[src/rtl/regfile_mp_if.sv]
// Bus bundle for the multi-port register file.
// master: ID-stage requester (read addresses, writes, clear request).
// slave: the register file (read data, init_busy).
//
// Signals:
//   clear_req  master->slave  one-cycle pulse starting a clear sequence
//   rd_addr    master->slave  NRD packed read addresses, port i at [i*AW +: AW]
//   rd_data    slave->master  NRD packed read data, port i at [i*XLEN +: XLEN]
//   we0/waddr0/wdata0  master->slave  write port 0
//   we1/waddr1/wdata1  master->slave  write port 1 (wins over port 0)
//   init_busy  slave->master  high while the array is being cleared
interface regfile_mp_if #(
    parameter int XLEN = 64,
    parameter int NREG = 32,
    parameter int NRD  = 2,
    parameter int AW   = $clog2(NREG)
);
    logic                 clear_req;
    logic [NRD*AW-1:0]    rd_addr;
    logic [NRD*XLEN-1:0]  rd_data;
    logic                 we0;
    logic [AW-1:0]        waddr0;
    logic [XLEN-1:0]      wdata0;
    logic                 we1;
    logic [AW-1:0]        waddr1;
    logic [XLEN-1:0]      wdata1;
    logic                 init_busy;

    modport master (
        output clear_req,
        output rd_addr,
        input  rd_data,
        output we0,
        output waddr0,
        output wdata0,
        output we1,
        output waddr1,
        output wdata1,
        input  init_busy
    );

    modport slave (
        input  clear_req,
        input  rd_addr,
        output rd_data,
        input  we0,
        input  waddr0,
        input  wdata0,
        input  we1,
        input  waddr1,
        input  wdata1,
        output init_busy
    );
endinterface

[src/rtl/regfile_mp.sv]
// Multi-port integer register file with two prioritised write ports,
// optional write-to-read bypass and a hardware clear sequencer.
//
// Ports:
//   clk    rising-edge clock
//   reset  synchronous, active-high; restarts the clear sequence
//   bus    regfile_mp_if.slave: NRD combinational reads, writes on
//          ports 0/1 (port 1 wins), clear_req, registered init_busy
module regfile_mp #(
    parameter int XLEN   = 64,
    parameter int NREG   = 32,
    parameter int NRD    = 2,
    parameter int BYPASS = 1,
    parameter int AW     = $clog2(NREG)
) (
    input  logic          clk,
    input  logic          reset,
    regfile_mp_if.slave   bus
);

    typedef enum logic {
        S_INIT,
        S_IDLE
    } state_t;

    localparam logic [AW-1:0] FIRST = AW'(1);
    localparam logic [AW-1:0] LAST  = AW'(NREG - 1);

    state_t              r_state;
    logic [AW-1:0]       r_ptr;
    logic                r_busy;

    // Entry 0 reads as zero and is never stored.
    logic [XLEN-1:0]     r_mem [1:NREG-1];

    logic                w_idle_wr;
    logic                w_wr0;
    logic                w_wr1;
    logic [NRD*XLEN-1:0] w_rd_data;

    function automatic logic in_range(input logic [AW-1:0] a);
        return (a != '0) && (int'(a) < NREG);
    endfunction

    // Writes are taken only in IDLE and never on the clear_req cycle.
    assign w_idle_wr = (r_state == S_IDLE) && !reset && !bus.clear_req;
    assign w_wr0     = w_idle_wr && bus.we0 && in_range(bus.waddr0);
    assign w_wr1     = w_idle_wr && bus.we1 && in_range(bus.waddr1);

    always_ff @(posedge clk) begin
        if (reset) begin
            r_state <= S_INIT;
            r_ptr   <= FIRST;
            r_busy  <= 1'b1;
        end else begin
            case (r_state)
                S_INIT: begin
                    if (r_ptr == LAST) begin
                        r_state <= S_IDLE;
                        r_busy  <= 1'b0;
                    end else begin
                        r_ptr <= r_ptr + FIRST;
                    end
                end
                S_IDLE: begin
                    if (bus.clear_req) begin
                        r_state <= S_INIT;
                        r_ptr   <= FIRST;
                        r_busy  <= 1'b1;
                    end
                end
                default: begin
                    r_state <= S_INIT;
                    r_ptr   <= FIRST;
                    r_busy  <= 1'b1;
                end
            endcase
        end
    end

    // Array has no reset: contents survive reset until the clear
    // sequence that follows release overwrites them.
    always_ff @(posedge clk) begin
        if (!reset) begin
            if (r_state == S_INIT) begin
                r_mem[r_ptr] <= '0;
            end else begin
                if (w_wr0) begin
                    r_mem[bus.waddr0] <= bus.wdata0;
                end
                // Later assignment wins on an address collision.
                if (w_wr1) begin
                    r_mem[bus.waddr1] <= bus.wdata1;
                end
            end
        end
    end

    always_comb begin
        logic [AW-1:0]   v_a;
        logic [XLEN-1:0] v_d;
        w_rd_data = '0;
        v_a       = '0;
        v_d       = '0;
        for (int p = 0; p < NRD; p++) begin
            v_a = bus.rd_addr[p*AW +: AW];
            v_d = '0;
            if (!reset && !r_busy && in_range(v_a)) begin
                if (BYPASS != 0 && w_wr1 && bus.waddr1 == v_a) begin
                    v_d = bus.wdata1;
                end else if (BYPASS != 0 && w_wr0 && bus.waddr0 == v_a) begin
                    v_d = bus.wdata0;
                end else begin
                    v_d = r_mem[v_a];
                end
            end
            w_rd_data[p*XLEN +: XLEN] = v_d;
        end
    end

    assign bus.rd_data   = w_rd_data;
    assign bus.init_busy = r_busy;

endmodule

[src/flat_wrapper.sv]
// flat-port wrapper written by rule: the top's interface ports become plain ports
module regfile_mp_flat 
#(
    parameter int XLEN   = 64,
    parameter int NREG   = 32,
    parameter int NRD    = 2,
    parameter int BYPASS = 1,
    parameter int AW     = $clog2(NREG)
)
  (clk, reset, bus_clear_req, bus_rd_addr, bus_rd_data, bus_we0, bus_waddr0, bus_wdata0, bus_we1, bus_waddr1, bus_wdata1, bus_init_busy);
  regfile_mp_if #(.XLEN(XLEN), .NREG(NREG), .NRD(NRD), .AW(AW)) bus_i ();
  input  logic clk;
  input  logic reset;
  input wire logic [$bits(bus_i.clear_req)-1:0] bus_clear_req;
  input wire logic [$bits(bus_i.rd_addr)-1:0] bus_rd_addr;
  output wire logic [$bits(bus_i.rd_data)-1:0] bus_rd_data;
  input wire logic [$bits(bus_i.we0)-1:0] bus_we0;
  input wire logic [$bits(bus_i.waddr0)-1:0] bus_waddr0;
  input wire logic [$bits(bus_i.wdata0)-1:0] bus_wdata0;
  input wire logic [$bits(bus_i.we1)-1:0] bus_we1;
  input wire logic [$bits(bus_i.waddr1)-1:0] bus_waddr1;
  input wire logic [$bits(bus_i.wdata1)-1:0] bus_wdata1;
  output wire logic [$bits(bus_i.init_busy)-1:0] bus_init_busy;
  assign bus_i.clear_req = bus_clear_req;
  assign bus_i.rd_addr = bus_rd_addr;
  assign bus_rd_data = bus_i.rd_data;
  assign bus_i.we0 = bus_we0;
  assign bus_i.waddr0 = bus_waddr0;
  assign bus_i.wdata0 = bus_wdata0;
  assign bus_i.we1 = bus_we1;
  assign bus_i.waddr1 = bus_waddr1;
  assign bus_i.wdata1 = bus_wdata1;
  assign bus_init_busy = bus_i.init_busy;
  regfile_mp #(.XLEN(XLEN), .NREG(NREG), .NRD(NRD), .BYPASS(BYPASS), .AW(AW)) u_core (.clk(clk), .reset(reset), .bus(bus_i));
endmodule
[config.mk]
export PLATFORM = sky130hd
export DESIGN_NAME = regfile_mp_flat
export DESIGN_NICKNAME = d
export VERILOG_FILES = /design/src/rtl/regfile_mp_if.sv /design/src/rtl/regfile_mp.sv /design/src/flat_wrapper.sv
export SDC_FILE = /design/constraint.sdc
export NUM_CORES = 2
export LEC_CHECK = 0
export CORE_MARGIN = 4
export CORE_UTILIZATION = 45
export CTS_CLUSTER_DIAMETER = 100
export DETAILED_ROUTE_END_ITERATION = 6
export PLACE_DENSITY = 0.62
export REMOVE_ABC_BUFFERS = 1
export SLEW_MARGIN = 10
export SYNTH_ARGS = -nofsm -noshare
export SYNTH_HDL_FRONTEND = slang
export SYNTH_SLANG_ARGS = --single-unit
[constraint.sdc]
create_clock -name clk -period 20.6 [get_ports clk]
set_input_delay 4.12 -clock clk [delete_from_list [all_inputs] [get_ports clk]]
set_output_delay 4.12 -clock clk [all_outputs]
set_load 0.005 [all_outputs]
# Yosys cells after proc, flatten, opt, wreduce, memory -nomap -nowiden
# Memories as Yosys holds them, arrays and structs flattened.
# Index checks and enable logic that the tools add are counted.
# word_totals
ff_bits	7
ramBits	1984
input_bits	153
out_inout_bits	129
wordCells	66
memories	1
# mem_list
memory	words	width	read_ports	rd_ports_with_merged_regs	wr	line_no	text
u_core.r_mem	31	64	2	0	2	regfile_mp.sv:34	logic [XLEN-1:0] r_mem [1:NREG-1];
# classes
addsub	1
n_eq_ne	8
n_mux	29
n_bitwise	1
reduce_logical	23
# ops
operator	count
$mux 64	7
$reduce_or 64->1	1
$eq 5x5->1	4
$reduce_bool 5->1	4
$mux 1	16
$mux 5	3
$logic_and 1x1->1	13
$pmux 5 s2	1
$add 5x1->5 const B	1
$eq 5x5->1 const B	1
$ne 2x2->1 const B	2
$pmux 1 s2	2
$reduce_and 2->1	2
$logic_not 1->1	3
$ne 2x1->1 const B	1
$not 1->1	1

# Depth between registers and ports, before layout
# depth
word_depth	11
ltp_mapped	11

# Worst setup path before layout
# Ideal clock, no wire load.
# synth_timing
kind	input port to output port
start	input port bus_rd_addr[5]
end	output port bus_rd_data[103]
arrival_ns	6.047
path_slack_ns	10.433
path_stages	9
path_buffers	4
cell_sequence	buf_2 buf_2 buf_2 buf_2 mux4_2 mux2i_1 nor2_1 a2111oi_0 a21oi_1
# synth_via
elab_chain_len	5
# synth_rtl
element	line_no	text
from (decl)	flat_wrapper.sv:15	input wire logic [$bits(bus_i.rd_addr)-1:0] bus_rd_addr;
parallel branches: the longest is 4 deep, another holds $mem_v2 31x64	--	
$mux 64 (*)	regfile_mp.sv:108	if (!reset && !r_busy && in_range(v_a)) begin
to (decl)	flat_wrapper.sv:16	output wire logic [$bits(bus_i.rd_data)-1:0] bus_rd_data;
# Mark *: on every way between the ends.

# Worst setup path in the final report
# layout_timing
start	input port reset
end	output port bus_rd_data[47]
# layout_via
elab_chain_len	9
# layout_rtl
element	line_no	text
from (decl)	flat_wrapper.sv:13	input logic reset;
$logic_not 1->1 (*)	regfile_mp.sv:46, regfile_mp.sv:108	
$logic_and 1x1->1 (2 in a row)	regfile_mp.sv:46	assign w_idle_wr = (r_state == S_IDLE) && !reset && !bus.clear_req;
$logic_and 1x1->1 (2 in a row)	regfile_mp.sv:47	assign w_wr0 = w_idle_wr && bus.we0 && in_range(bus.waddr0);
$logic_and 1x1->1	regfile_mp.sv:111	end else if (BYPASS != 0 && w_wr0 && bus.waddr0 == v_a) begin
$mux 64	regfile_mp.sv:111	
$mux 64	regfile_mp.sv:109	if (BYPASS != 0 && w_wr1 && bus.waddr1 == v_a) begin
$mux 64 (*)	regfile_mp.sv:108	
# Mark *: on every way between the ends. The rest lies on a longest branch, timed or not.

==> metrics.cfg <==
[outcome]
status = finished with violations
failed_checks = DRC

[critical_path]
reg2reg_depth = 7
worstSetupPathType = primary input to primary output
timing.reg2reg.setup_slack_ps = 15300
crit_end = bus_rd_data[47]
end_kind = primary output
startpoint_of_the_most_critical_register_to_register_path = u_core.r_state$_SDFF_PP0_
critical_path.slowest_cell = sky130_fd_sc_hd__nor3_1
critPathLaunch = reset
crit_path_start_kind = primary input
worst-endpoint-required_ps = 16480
slowest_delay_ps = 1100
worst_path_cell_trace = clkdlybuf4s50_1 > and4bb_1 > o41ai_2 > or4b_1 > nand3_4 > buf_4 > nor2_1 > nor3_1 > clkdlybuf4s50_1
reg2reg_to = u_core.r_mem[9][39]$_DFFE_PP_
worst-path-max-fanout = 41
critPathMostFrequentCell = sky130_fd_sc_hd__clkdlybuf4s50_1
worst_ep_arrival_time_ps = 10160

[die]
floorplan.core_area_mm2 = 0.2546
die_y_um = 514.3
initial_core_util_pct = 45.30
dieArea_mm2 = 0.2645
rows = 185
die_width_um = 514.3
ios = 282

[synth]
synth-compound-area-share_pct = 13.63
yosys.area.top_type = sky130_fd_sc_hd__edfxtp_1
synthCells = 9925
synth-adder-area-share_pct = 0.02170
synth-seq-area-share_pct = 51.78
syn-mean-instance-area_um2 = 11.62
synth_top_cell_area_share_pct = 51.65
synth_seq_cells = 1991
synth.area.top_cells = sky130_fd_sc_hd__edfxtp_1, sky130_fd_sc_hd__mux4_2, sky130_fd_sc_hd__o21ai_0
synth_top_family_by_area = multiplexers
share_of_flip_flops_with_an_asynchronous_set_or_reset_pct = 0
synth-edff-count = 1984
synth_cell_type_count = 64
synthSimpleGateAreaFrac_pct = 9.003
ys_top_cells_by_count = sky130_fd_sc_hd__nand2_1, sky130_fd_sc_hd__o21ai_0, sky130_fd_sc_hd__edfxtp_1
synthXorXnorAreaFrac_pct = 0.1747
most_common_cell_in_the_netlist = sky130_fd_sc_hd__nand2_1
mappedNetlistArea_mm2 = 0.1153
yosys_warnings = 0
synth-main-ff-cell = sky130_fd_sc_hd__edfxtp_1
muxShareOfSynthArea_pct = 20.55

[sta]
final_layout_setup_total_negative_slack_ps = 0
setup_viol = 0
report.final.slew_viol_count = 0
max_slew_margin_pct = 10.57
timing_hold_violations_final = 0
fmax_ghz = 0.07001
worst_pin_slew_ps = 1331
finalClockSkew_ps = 30.48
finalCriticalPeriod_ps = 14280
fin_crit_sh_pct = 69.34
unrepaired_setup_endpoints_after_global_routing = no

[placement]
place_hpwl_mm = 239.2
place_inst = 12475
routabilityCongestion = 0.8493
port_buffers = 281

[drt]
drt-initial-drc-count = 16316
post-route-drc-count = 3
wl_mm = 468.7
dr_total_vias = 91042
detail_route.first_pass.iterations = 7
wl_per_cell_um = 36.35
antenna_left = 0
avgViaCountPerCell = 7.061

[power_and_ir_drop]
p_per_area_mw_per_mm2 = 70.69
reg_power_share_pct = 49.6
power.static_leakage_nw = 36.95
power.share.combinational_pct = 7.4
clock_power_share_pct = 43.1
power.switching_mw = 2.181
swShare_pct = 24.37
power.ir.vdd_worst_uv = 82.23
p_int_mw = 6.768
power_mw = 8.950

[finish]
instances_no_fill = 12893
layout.nets = 9489
drive_gt1_share_pct = 16.96
synthToLayoutAreaGrowth_pct = 9.769

[global_route]
gr-total-overflow = 0
grt_pass1_wl_mm = 650.5
grt_antenna_before_repair = 28
pin_count_of_the_biggest_net_entering_global_routing = 134
via_count_of_the_first_global_routing_pass = 86232
globalRouteTotalUtil_pct = 34.59

[cts]
cts-htree-levels = 4
clock_tree.buffer_depth = 3
cts_hold_buffers = 0
cts_inserted_buffers = 217
clk_root_buffer_cell = sky130_fd_sc_hd__clkbuf_16
cts-resized-gates = 0
clock_sinks = 1991
tritoncts = done
clock_transition_at_the_registers_of_the_reported_paths_ps = 60
clock_network_latency_to_the_later_pin_of_the_worst_skew_pair_ps = 900
cts_post_setup_buffers_inserted = 0

[hold_path]
timing.hold.worst.class = flip-flop to flip-flop

[run]
drv.max_cap_violation_count = 0

-- how the worst min path moves through the flow --
stage                            startpoint                            to  slack (ps)  depth (start not counted)
5_1_grt        u_core.r_ptr[4]$_SDFFE_PP0P_  u_core.r_ptr[4]$_SDFFE_PP0P_         590                          2
3_3_place_gp   u_core.r_ptr[4]$_SDFFE_PP0P_  u_core.r_ptr[4]$_SDFFE_PP0P_         520                          2
3_5_place_dp   u_core.r_ptr[4]$_SDFFE_PP0P_  u_core.r_ptr[4]$_SDFFE_PP0P_         550                          2
6_report       u_core.r_ptr[4]$_SDFFE_PP0P_  u_core.r_ptr[4]$_SDFFE_PP0P_         590                          2
2_1_floorplan  u_core.r_ptr[4]$_SDFFE_PP0P_  u_core.r_ptr[4]$_SDFFE_PP0P_         470                          2
4_1_cts        u_core.r_ptr[4]$_SDFFE_PP0P_  u_core.r_ptr[4]$_SDFFE_PP0P_         560                          2
-- per-layer routing --
metal / GRT usage, % / part of all wire, % / vias up
li1: - / - / 36421
met1: 45.03 / 34 / 44626
met2: 51.30 / 43 / 8259
met3: 11.58 / 16 / 1724
met4: 18.68 / 6.4 / 12
met5: 0 / 0.022 / -
-- cells by family after synthesis --
kind of cell / count (synthesis)
xor+xnor: 23
flops: 1991
compound gates: 2766
simple gates: 2621
fa+ha+maj: 2
mux: 1184
buf+inv: 1338
-- cell type report --
cell class | count | area, um2
fill | 21747 | 128000
sequential | 1991 | 59720
multi-input combinational | 6596 | 50800
clock buffer | 269 | 5647
timing repair buffer | 526 | 5024
tap | 3366 | 4212
clock inverter | 127 | 1157
antenna | 16 | 40.04
inverter | 2 | 7.507
-- worst max-delay path: cells and delay by family --
family	cells	cell delay, ps
AO/OA/AOI/OAI	1	220
buffers and inverters	3	2460
AND/OR/NAND/NOR	5	3310
-- placed cells by master (no fill, tap or decap), types with 16 or more instances in the layout --
master,n
sky130_fd_sc_hd__o22ai_1,63
sky130_fd_sc_hd__clkbuf_1,51
sky130_fd_sc_hd__clkinv_2,38
sky130_fd_sc_hd__a22oi_1,21
sky130_fd_sc_hd__mux2i_1,226
sky130_fd_sc_hd__buf_4,216
sky130_fd_sc_hd__a31oi_1,36
sky130_fd_sc_hd__a211oi_1,221
sky130_fd_sc_hd__nor3_1,55
sky130_fd_sc_hd__nor2_4,32
sky130_fd_sc_hd__clkinv_1,55
sky130_fd_sc_hd__o22ai_4,31
sky130_fd_sc_hd__a21oi_1,52
sky130_fd_sc_hd__a211o_1,30
sky130_fd_sc_hd__nor2_1,265
sky130_fd_sc_hd__o21a_1,61
sky130_fd_sc_hd__edfxtp_1,1984
sky130_fd_sc_hd__a2111oi_0,36
sky130_fd_sc_hd__mux4_2,946
sky130_fd_sc_hd__nor2b_1,62
sky130_fd_sc_hd__o21ai_0,2024
sky130_fd_sc_hd__o221ai_1,146
sky130_fd_sc_hd__clkdlybuf4s50_1,261
sky130_fd_sc_hd__nand2_1,2118
sky130_fd_sc_hd__buf_12,28
sky130_fd_sc_hd__diode_2,16
sky130_fd_sc_hd__clkbuf_16,218
-- power by group through the flow --
stage,clock [mW],sequential (mW),combinational (mW)
global placement,0,4.52,0.637
detailed placement,0,4.52,0.640
finish,3.85,4.44,0.658
global route,4.02,4.44,0.675
floorplan,0,4.52,0.244
CTS,3.85,4.44,0.642
-- flip-flops by register name (all words and copies together) (netlist names) --
signal	count
u_core.r_mem	1984
u_core.r_state	1
u_core.bus.init_busy	1
u_core.r_ptr	5
-- metrics by stage --
stage	setup WS (ps)	instance area [um2]	hold WS (ps)	util, %
2_1_floorplan	7755	109800	468.6	-
3_3_place_gp	6777	119600	516.4	46.97
3_5_place_dp	6757	119700	550.8	47.01
4_1_cts	6745	126500	563.4	49.68
5_1_grt	6314	126600	593.9	49.71
6_report	6316	126600	587.8	49.72
No activity file was read; power rests on OpenSTA's default activity.
